**config.mk**
```make
export PLATFORM = sky130hd
export DESIGN_NAME = pipelined_adder
export DESIGN_NICKNAME = d
export VERILOG_FILES = /design/src/rtl/pipelined_adder.sv
export SDC_FILE = /design/constraint.sdc
export NUM_CORES = 1
export LEC_CHECK = 0
export ABC_CLOCK_PERIOD_IN_PS = 5700
export CORE_MARGIN = 4
export CORE_UTILIZATION = 50
export CTS_CLUSTER_SIZE = 10
export DETAILED_ROUTE_END_ITERATION = 7
export GPL_TIMING_DRIVEN = 1
export PLACE_DENSITY = 0.73
export SETUP_SLACK_MARGIN = 0.3
export SYNTH_ARGS = -nofsm -noshare
export SYNTH_HDL_FRONTEND = slang
export SYNTH_SLANG_ARGS = --single-unit
```
**constraint.sdc**
```tcl
create_clock -name clk -period 5.7 [get_ports clk]
set_input_delay 1.14 -clock clk [delete_from_list [all_inputs] [get_ports clk]]
set_output_delay 1.14 -clock clk [all_outputs]
set_load 0.01 [all_outputs]
```
**src/rtl/pipelined_adder.sv**
```systemverilog
// Pipelined ripple-carry adder/subtractor: one SLICE-bit carry slice per stage, carry registered between slices.
// Latency STAGES cycles from accepted beat to out_valid; one beat per clock when not stalled.
// A held output (out_valid && !out_ready) freezes every stage and drops in_ready; bubbles are not squeezed out.
module pipelined_adder #(
    parameter int WIDTH  = 16,
    parameter int STAGES = 4
) (
    input  logic             clk,
    input  logic             rst,
    input  logic             in_valid,
    output logic             in_ready,
    input  logic [WIDTH-1:0] a,
    input  logic [WIDTH-1:0] b,
    input  logic             cin,
    input  logic             sub,
    output logic             out_valid,
    input  logic             out_ready,
    output logic [WIDTH-1:0] sum,
    output logic             cout,
    output logic             ovf
);

    localparam int SLICE = WIDTH / STAGES;

    if (STAGES < 1 || WIDTH < 1 || (WIDTH % STAGES) != 0) begin : g_bad_param
        $error("pipelined_adder: WIDTH must be a non-zero multiple of STAGES");
    end

    // Operands travel with the beat; res fills in from the LSB slice upward as stages complete.
    typedef struct packed {
        logic [WIDTH-1:0] opa;
        logic [WIDTH-1:0] opb;
        logic [WIDTH-1:0] res;
        logic             carry;
        logic             ovf;
    } stage_t;

    stage_t            src       [STAGES];
    stage_t            pipe_d    [STAGES];
    stage_t            pipe_q    [STAGES];
    logic [SLICE:0]    slice_sum [STAGES];
    logic [STAGES-1:0] vld_q;
    logic              advance;

    assign advance   = !out_valid || out_ready;
    assign in_ready  = advance;
    assign out_valid = vld_q[STAGES-1];
    assign sum       = pipe_q[STAGES-1].res;
    assign cout      = pipe_q[STAGES-1].carry;
    assign ovf       = pipe_q[STAGES-1].ovf;

    always_comb begin
        src[0].opa   = a;
        src[0].opb   = sub ? ~b : b;
        src[0].res   = '0;
        src[0].carry = cin ^ sub;
        src[0].ovf   = 1'b0;
        for (int k = 1; k < STAGES; k++) begin
            src[k] = pipe_q[k-1];
        end
        for (int k = 0; k < STAGES; k++) begin
            slice_sum[k] = {1'b0, src[k].opa[k*SLICE +: SLICE]}
                         + {1'b0, src[k].opb[k*SLICE +: SLICE]}
                         + {{SLICE{1'b0}}, src[k].carry};
            pipe_d[k]                        = src[k];
            pipe_d[k].res[k*SLICE +: SLICE]  = slice_sum[k][SLICE-1:0];
            pipe_d[k].carry                  = slice_sum[k][SLICE];
            // Carry into the MSB is a^b^s at that bit; only the last stage's value is ever observed.
            pipe_d[k].ovf = slice_sum[k][SLICE] ^ src[k].opa[WIDTH-1]
                          ^ src[k].opb[WIDTH-1] ^ slice_sum[k][SLICE-1];
        end
    end

    always_ff @(posedge clk) begin
        if (rst) begin
            vld_q <= '0;
            for (int k = 0; k < STAGES; k++) begin
                pipe_q[k] <= '0;
            end
        end else if (advance) begin
            vld_q[0] <= in_valid;
            if (in_valid) begin
                pipe_q[0] <= pipe_d[0];
            end
            for (int k = 1; k < STAGES; k++) begin
                vld_q[k] <= vld_q[k-1];
                if (vld_q[k-1]) begin
                    pipe_q[k] <= pipe_d[k];
                end
            end
        end
    end

endmodule
```
# == After elaboration in Yosys (flattened, before gate mapping) ==
# Memories as Yosys holds them, arrays and structs flattened.
# Index checks and enable logic that the tools add are counted.
# W data, S select, Z words.
# classes
addsub,8
mul,0
div,0
n_lt_le_gt_ge,0
eq_ne,0
shifts,0
mux,23
bitwise,18
n_reduce_logical,2
# ops
cell,n
$mux W50,4
$add A4 B4 Y5,4
$add A5 B1 Y5,4
$mux W1,18
$mux W16,1
$not A16 Y16,1
$xor A1 B1 Y1,13
$or A1 B1 Y1,4
$logic_not A1 Y1,1
$logic_or A1 B1 Y1,1
# word_totals
regBits,4
latchBits,0
ram_bits,200
romBits,0
output_inout_bits,20
word_cells,53
mem_count,1
# memory_table
name,depth,width,read_ports,rd_ports_with_merged_regs,write_ports,line_no,text
pipe_q,4,50,4,0,4,40,stage_t pipe_q [STAGES];

# == Logic depth before layout (Yosys ltp) ==
# Gate-level depths: netlist of run 1.
# logic_depth
word_depth,8
depth_mapped,8
ltp_nobuf,6

# == Worst setup path after synthesis of run 1 ==
# Ideal clock, no wire load.
# synth_path
path_type,in2reg
from,input port sub
to,"memory pipe_q[0][1] (netlist name), data pin"
t_arrival_ns,2.881
required_ns,5.445
setup_slack_ns,2.564
stages,8
n_path_buf,2
cell_sequence,buf_2 -> buf_2 -> xor2_1 -> fa_1 -> fa_1 -> a21o_1 -> a21oi_1 -> nor2_1
# synth_lines
element,line_no,text
"start, declared",15,"input logic sub,"
"end, declared",40,

==> results of run 1 <==
## final timing paths
kind / cells past startpoint / startpoint / to / slack (ns)
min reg2reg: 1 / pipe_q[0][26]$_SDFFCE_PN0P_ / pipe_q[0][76]$_SDFFCE_PN0P_ / 0.55
min: 1 / pipe_q[0][26]$_SDFFCE_PN0P_ / pipe_q[0][76]$_SDFFCE_PN0P_ / 0.55
max: 7 / sub / pipe_q[0][1]$_SDFFCE_PN0P_ / 2.16
max reg2reg: 6 / pipe_q[0][130]$_SDFFCE_PN0P_ / pipe_q[0][150]$_SDFFCE_PN0P_ / 3.57
## metal layers
metal  wire length (um)  GRT usage (%)
met1               2630           15.1
met2               2570           18.9
met3                370           3.00
met4                110           5.05
met5                  0              0
## synthesized netlist by cell type, types with 4 or more instances
library cell  instances  area share, %
a21oi_1              11            1.2
ha_1                 12            3.4
a21o_1                9            1.5
inv_1                10           0.85
xnor2_1              14            2.8
clkbuf_1             11           0.93
nor2_1               21            1.8
xor2_1                9            1.8
edfxtp_1             93             63
buf_4                16            2.7
nor2b_1               4           0.57
dfxtp_1               4            1.8
nand2_1               6           0.51
fa_1                  8            3.6
and3_1               67            9.5
## worst register-to-register path, cell delays in order (launching register included)
cell,delay [ns]
edfxtp_1,0.40
fa_1,0.48
fa_1,0.43
nand3_1,0.14
nand3_1,0.11
a211oi_1,0.25
nor3b_1,0.07
## flip-flops by register name, indices dropped and copies added (netlist names)
signal / flops
pipe_q: 93
vld_q: 4
## per-stage QoR
step           worst slack (ns)  total power [mW]
4_1_cts                    2.13              1.47
2_1_floorplan              2.56             0.958
6_report                   2.16              1.46
3_3_place_gp               1.84              1.00
3_5_place_dp               1.75              1.01
5_1_grt                    2.03              1.52
## power breakdown
group          switching [mW]  leakage (nW)  internal, mW
Sequential             0.0164          1.02         0.829
Combinational          0.0714          1.05        0.0750
Clock                   0.216         0.108         0.248
Total                   0.304          2.18          1.15
## logic make-up after synthesis
kind of cell	after synthesis
simple gates	111
fa+ha+maj	20
compound gates	24
buf+inv	43
flops	97
xor+xnor	23
## layout make-up
type                    count  area (sq um)  share of cell area [%]
inverters                  10          37.5                   0.732
repair buffers             57           571                    11.1
well taps                 108           135                    2.64
clock inverters             5          78.8                    1.54
clock buffers              11           131                    2.56
multi-input cells         178          1300                    25.4
flip-flops and latches     97          2870                    56.0
==> metrics.md, run 1 <==
| Metric | Value |
|---|---|
| WL final | around 5700 um |
| Clock Pin Slew Worst Setup and Hold Paths | ~0.090 ns |
| DIE AREA | ~0.010 sq mm |
| First-pass GRT wire length | 9600 um |
| Total CTS buffers | 9 |
| Total global routing overflow | 0 |
| Final setup viols | 0 |
| Synth Area in XOR/XNOR | ~4.6% |
| Period utilization | between 60 and 70% |
| ANT cells | 0 |
| Power Density | between 200 and 300 mW/mm^2 |
| Fraction of registers with async set/reset | 0% |
| Final Hold Vio Count | 0 |
| Largest net degree at the start of global routing | between 70 and 80 |
| Dpl cells | 450 |
| Iter 0 DRT Violations | 115 |
| Critical-path cell list | clkdlybuf4s50_1 -> xor2_1 -> fa_1 -> fa_1 -> a21o_1 -> a21oi_1 -> nor2_1 |
| H-tree levels | 3 |
| Synthesized area | around 0.0044 sq mm |
| Share of cells above drive strength 1 | between 5 and 6% |
| Most used cell along the critical path | fa_1 |
| Min cycle time layout | 3.54 ns |
| Io pins | 58 |
| Fin. max-slew vios | 0 |
| GRT Overall Usage | about an eighth |
| Mux share of post-synthesis cell area | 0% |
| CTS tree | yes |
| Initial Utilization | roughly half |
| Number of synthesized flops with an enable pin | 93 |
| Post-Layout Cell Count | about 470 |
| Crit-path max cell delay | about 1.1 ns |
| Final hold slack | roughly 0.55 ns |
| Critical Path Sink Type | flop |
| FMAX | ~280 MHz |
| Placement Rows | 34 |
| Main combinational cell family by area after synthesis | simple AND/OR/NAND/NOR gates |
| Root Buffer | clkbuf_8 |
| VDD IR max | approximately 0.13 mV |
| Post-CTS setup buffers | 0 |
| Initial antenna violation count | 0 |
| Post-Synthesis Cells | about 320 |
| # DRC | 0 |
| # resized after CTS | 0 |
| Clock sink count | between 90 and 100 |
| CP max FO | 17 |
| Avg Cell Area, Syn | between 10 and 15 sq um |
| Vias/cell | a little under 5 |
| Status | finished, final reports clean |
| Synth Register Bits | 97 |
| Area delta synth->final | 15.9% |
| Routability congestion estimate from global placement | between 0.7 and 0.8 |
| Placed cell areas | 0.00492 sq mm |
| Fillcell total | about 700 |
| Crit Path Class | primary input to flop |
| Die Width | 102 um |
| Worst EP required | between 5 and 6 ns |
| Post-DP HPWL | about 3900 um |
| Clk buf depth | 2 |
| Simple-Gate Fraction of Synth Area | around 15% |
| Commonest non-fill, non-tap cell in the layout | edfxtp_1 |
| Post-Synth Adder-Cell Area | between 7 and 8% |
| Vias in the first global route | ~2200 |
| Drt first pass iters | 5 |
| Worst Tran Pin Value | about 1.1 ns |
| Hold bufs inserted after CTS | 0 |
| Setup crit start kind | primary input |
| Hold Path Class | flop to flop |
| Syn. warnings | 0 |
| WL per Instance | about 12 um |
| Final core occ | approximately three fifths |
| Placeable core area | around 0.0087 sq mm |
| Worst skew pair latency | between 0.3 and 0.4 ns |
| Commonest cells after routing, fill and taps aside | 93 x edfxtp_1, 67 x and3_1, 57 x clkdlybuf4s50_1 |
| Arr. time, crit path | between 3 and 4 ns |
| Layout Skew | around 0.011 ns |
| Port-buffer cells | between 50 and 60 |
| Die Ht | 102 um |
| Syn nets | ~380 |
| Post-synthesis sequential area ratio | about two thirds |
| Leakage | between 2 and 2.5 nW |
| CP bufs+invs | 1 |
| DR vias | ~2300 |
| Post-route cell area | 0.00513 sq mm |
| Compound-Gate Fraction of Synth Area | 3.34% |
| Max-cap violations | 0 |
| Ys flop type | edfxtp_1 |
| Unrepaired setup endpoints after global routing | no |
| Worst path top cell family by delay | buffers and inverters |
| Slowest stage cell on the critical path | clkdlybuf4s50_1 |
| Unique masters post-synth | 28 |
| Final nets | 411 |
| Setup_tns | 0 ns |
| Worst rel slew slack | between 20% and 30% |
| Post-route ant nets | 0 |
(Power assumes the default switching activity.)
==> inputs of run 2 (changes only) <==
- ABC_CLOCK_PERIOD_IN_PS: 5700 -> 3600
- clock period: 5.7 -> 3.6 ns (I/O delays scaled with it)
==> run 2 against run 1 <==
Total power is 54% higher. Die area unchanged. Clock skew is 0.0026 ns lower. Worst setup slack worse by 1.2 ns. Largest cell class unchanged.
==> metrics.md, run 2 (same netlist as run 1, synthesis figures left out) <==
| Metric | Value |
|---|---|
| Fillcell total | 714 (+2.3%) |
| Initial antenna violation count | 0 (unchanged) |
| Critical-path cell list | clkdlybuf4s50_1 -> nand2b_4 -> clkdlybuf4s50_1 |
| Final Hold Vio Count | 0 (unchanged) |
| Vias in the first global route | 2203 (-0.091%) |
| Final core occ | 59.1% (unchanged) |
| Clock sink count | 97 (unchanged) |
| DR vias | 2324 (+1.9%) |
| Most used cell along the critical path | clkdlybuf4s50_1 |
| Commonest non-fill, non-tap cell in the layout | edfxtp_1 |
| CP endpoint | in_ready |
| Crit Path Class | primary input to output pin |
| Worst r2r path cells | 6 (unchanged) |
| Final setup viols | 0 (unchanged) |
| Crit-path max cell delay | 0.55 ns (-0.50 ns) |
| Arr. time, crit path | 1.89 ns (-1.75 ns) |
| Area delta synth->final | 15.9% (unchanged) |
| Drt first pass iters | 4 (-1) |
| Regs by FF count | pipe_q x93, vld_q x4 |
| Unrepaired setup endpoints after global routing | no |
| Worst path top cell family by delay | buffers and inverters |
| Total CTS buffers | 9 (unchanged) |
| Initial Utilization | 51.0% (unchanged) |
| ANT cells | 0 (unchanged) |
| FMAX | ~380 MHz |
| GRT Overall Usage | 11.9% (+0.18 points) |
| Setup crit start kind | primary input |
| Commonest cells after routing, fill and taps aside | 93 x edfxtp_1, 67 x and3_1, 57 x clkdlybuf4s50_1 |
| Power Density | 436 mW/mm^2 (+54%) |
| VDD IR max | 0.197 mV (+53%) |
| Max-cap violations | 0 (unchanged) |
| # resized after CTS | 0 (unchanged) |
| Post-DP HPWL | 4120 um (+4.4%) |
| Instance count on the critical path | 3 (-4) |
| Port-buffer cells | 57 (unchanged) |
| Critical Path Sink Type | output pin |
| Hold Path Class | flop to flop |
| DIE AREA | 0.0104 sq mm (unchanged) |
| Post-route ant nets | 0 (unchanged) |
| Largest net degree at the start of global routing | 45 (-37%) |
| Root Buffer | clkbuf_8 |
| Largest Register | pipe_q |
| Internal | 1.75 mW (+52%) |
| Share of cells above drive strength 1 | 6.37% (+0.78 points) |
| Io pins | 58 (unchanged) |
| WL per Instance | 12.4 um (+1.6%) |
| Clock power frac | 29.7% (-2.2 points) |
| FF-to-FF End | pipe_q[0][150]$_SDFFCE_PN0P_ |
| CTS tree | yes |
| Total global routing overflow | 0 (unchanged) |
| Slowest stage cell on the critical path | clkdlybuf4s50_1 |
| RR Startpoint | pipe_q[0][130]$_SDFFCE_PN0P_ |
| Clock Pin Slew Worst Setup and Hold Paths | 0.09 ns (about the same) |
| Post-CTS setup buffers | 0 (unchanged) |
| Placeable core area | 0.00868 sq mm (unchanged) |
| Min cycle time layout | 2.61 ns |
| Worst setup startpoint | out_ready |
| Largest register FFs | 93 (unchanged) |
| Iter 0 DRT Violations | 82 (-29%) |
| Hold bufs inserted after CTS | 0 (unchanged) |
| Worst Tran Pin Value | 0.889 ns (-0.173 ns) |
| Status | finished, final reports clean |
| Total Power | 2.24 mW (+54%) |
| First-pass GRT wire length | 9760 um (+1.7%) |
| Clk buf depth | 2 (unchanged) |
| CP max FO | 8 (-9) |
| Reg power frac | 59.8% (+1.7 points) |
| # DRC | 0 (unchanged) |
| Worst EP required | 2.88 ns (-2.92 ns) |
| Sw Ratio | 21.6% (+0.74 points) |
| Fin. max-slew vios | 0 (unchanged) |
| Setup_tns | 0 ns (unchanged) |
| Vias/cell | 4.96 (+1.3%) |
| CP bufs+invs | 2 (+1) |
| Final nets | 414 (+0.73%) |
| Comb pwr share | 10.5% (+0.4 points) |
| Placement Rows | 34 (unchanged) |
| Reg-to-reg slack, setup | 1.45 ns (-2.12 ns) |
| Psw | 0.484 mW (+59%) |
| Die Width | 102 um (unchanged) |
| Layout Skew | 0.00866 ns (-0.00264 ns) |
| Worst rel slew slack | 40.8% (+12 points) |
| WL final | 5800 um (+2.2%) |
| Worst skew pair latency | 0.35 ns (about the same) |
| Die Ht | 102 um (unchanged) |
| H-tree levels | 3 (unchanged) |
| Period utilization | between 70% and 80% |
| Routability congestion estimate from global placement | 0.768 (+1.1%) |
| Leakage | 2.18 nW (about the same) |
[run 2: cell count changes in the layout (fill, tap and decap cells not counted)]
cell,before,now
bufinv_16,2,1
clkinv_4,0,1
buf_4,0,3
inv_6,1,0
clkinvlp_4,0,1
[run 2: through the flow]
stage / std cells / area (sq um) / hold WS (ns) / setup slack, ns
floorplan: 318 / 4430 / 0.504 / 0.884
global placement: 453 / 4940 / 0.533 / 0.718
detailed placement: 453 / 4940 / 0.537 / 0.648
CTS: 469 / 5130 / 0.556 / 0.984
global route: 469 / 5130 / 0.572 / 0.923
finish: 469 / 5130 / 0.551 / 0.992
[run 2: final cells by class]
class,instances,area [sq um],share of cell area (%)
repair buffers,60,593,11.6
inverters,10,37.5,0.732
clock inverters,5,56.3,1.10
multi-input cells,178,1300,25.4
well taps,108,135,2.64
clock buffers,11,131,2.56
flip-flops and latches,97,2870,56.0
[run 2: how the worst min path moves through the flow]
stage | start | end | slack (ns) | cells past startpoint
after CTS | pipe_q[0][58]$_SDFFCE_PN0P_ | pipe_q[0][108]$_SDFFCE_PN0P_ | 0.56 | 1
after global placement | pipe_q[0][44]$_SDFFCE_PN0P_ | pipe_q[0][94]$_SDFFCE_PN0P_ | 0.53 | 1
after detailed placement | pipe_q[0][99]$_SDFFCE_PN0P_ | pipe_q[0][149]$_SDFFCE_PN0P_ | 0.54 | 1
after global routing | pipe_q[0][43]$_SDFFCE_PN0P_ | pipe_q[0][93]$_SDFFCE_PN0P_ | 0.57 | 1
after floorplan | vld_q[0]$_SDFFE_PP0N_ | vld_q[1]$_SDFFE_PP0N_ | 0.50 | 2
final | pipe_q[0][99]$_SDFFCE_PN0P_ | pipe_q[0][149]$_SDFFCE_PN0P_ | 0.55 | 1
[run 2: metal layers]
layer  wire [um]  vias up  track usage [%]
met5           0        -                0
met4          97        0             4.04
met3         379       10             3.62
met2        2730       66             19.6
met1        2600     1050             15.1
li1            -     1198                -
[run 2: worst register-to-register path: cells and delay by family, from the launching register on]
kind            cells  cell delay (ns)
simple gates        3             0.33
flops               1             0.41
compound gates      1             0.26
fa+ha+maj           2             0.91
[run 2: power groups by stage]
stage	Clock [mW]	Combinational, mW	Sequential, mW
2_1_floorplan	0	0.162	1.35
3_3_place_gp	0	0.229	1.36
3_5_place_dp	0	0.236	1.36
4_1_cts	0.678	0.237	1.34
5_1_grt	0.727	0.263	1.35
6_report	0.665	0.234	1.34
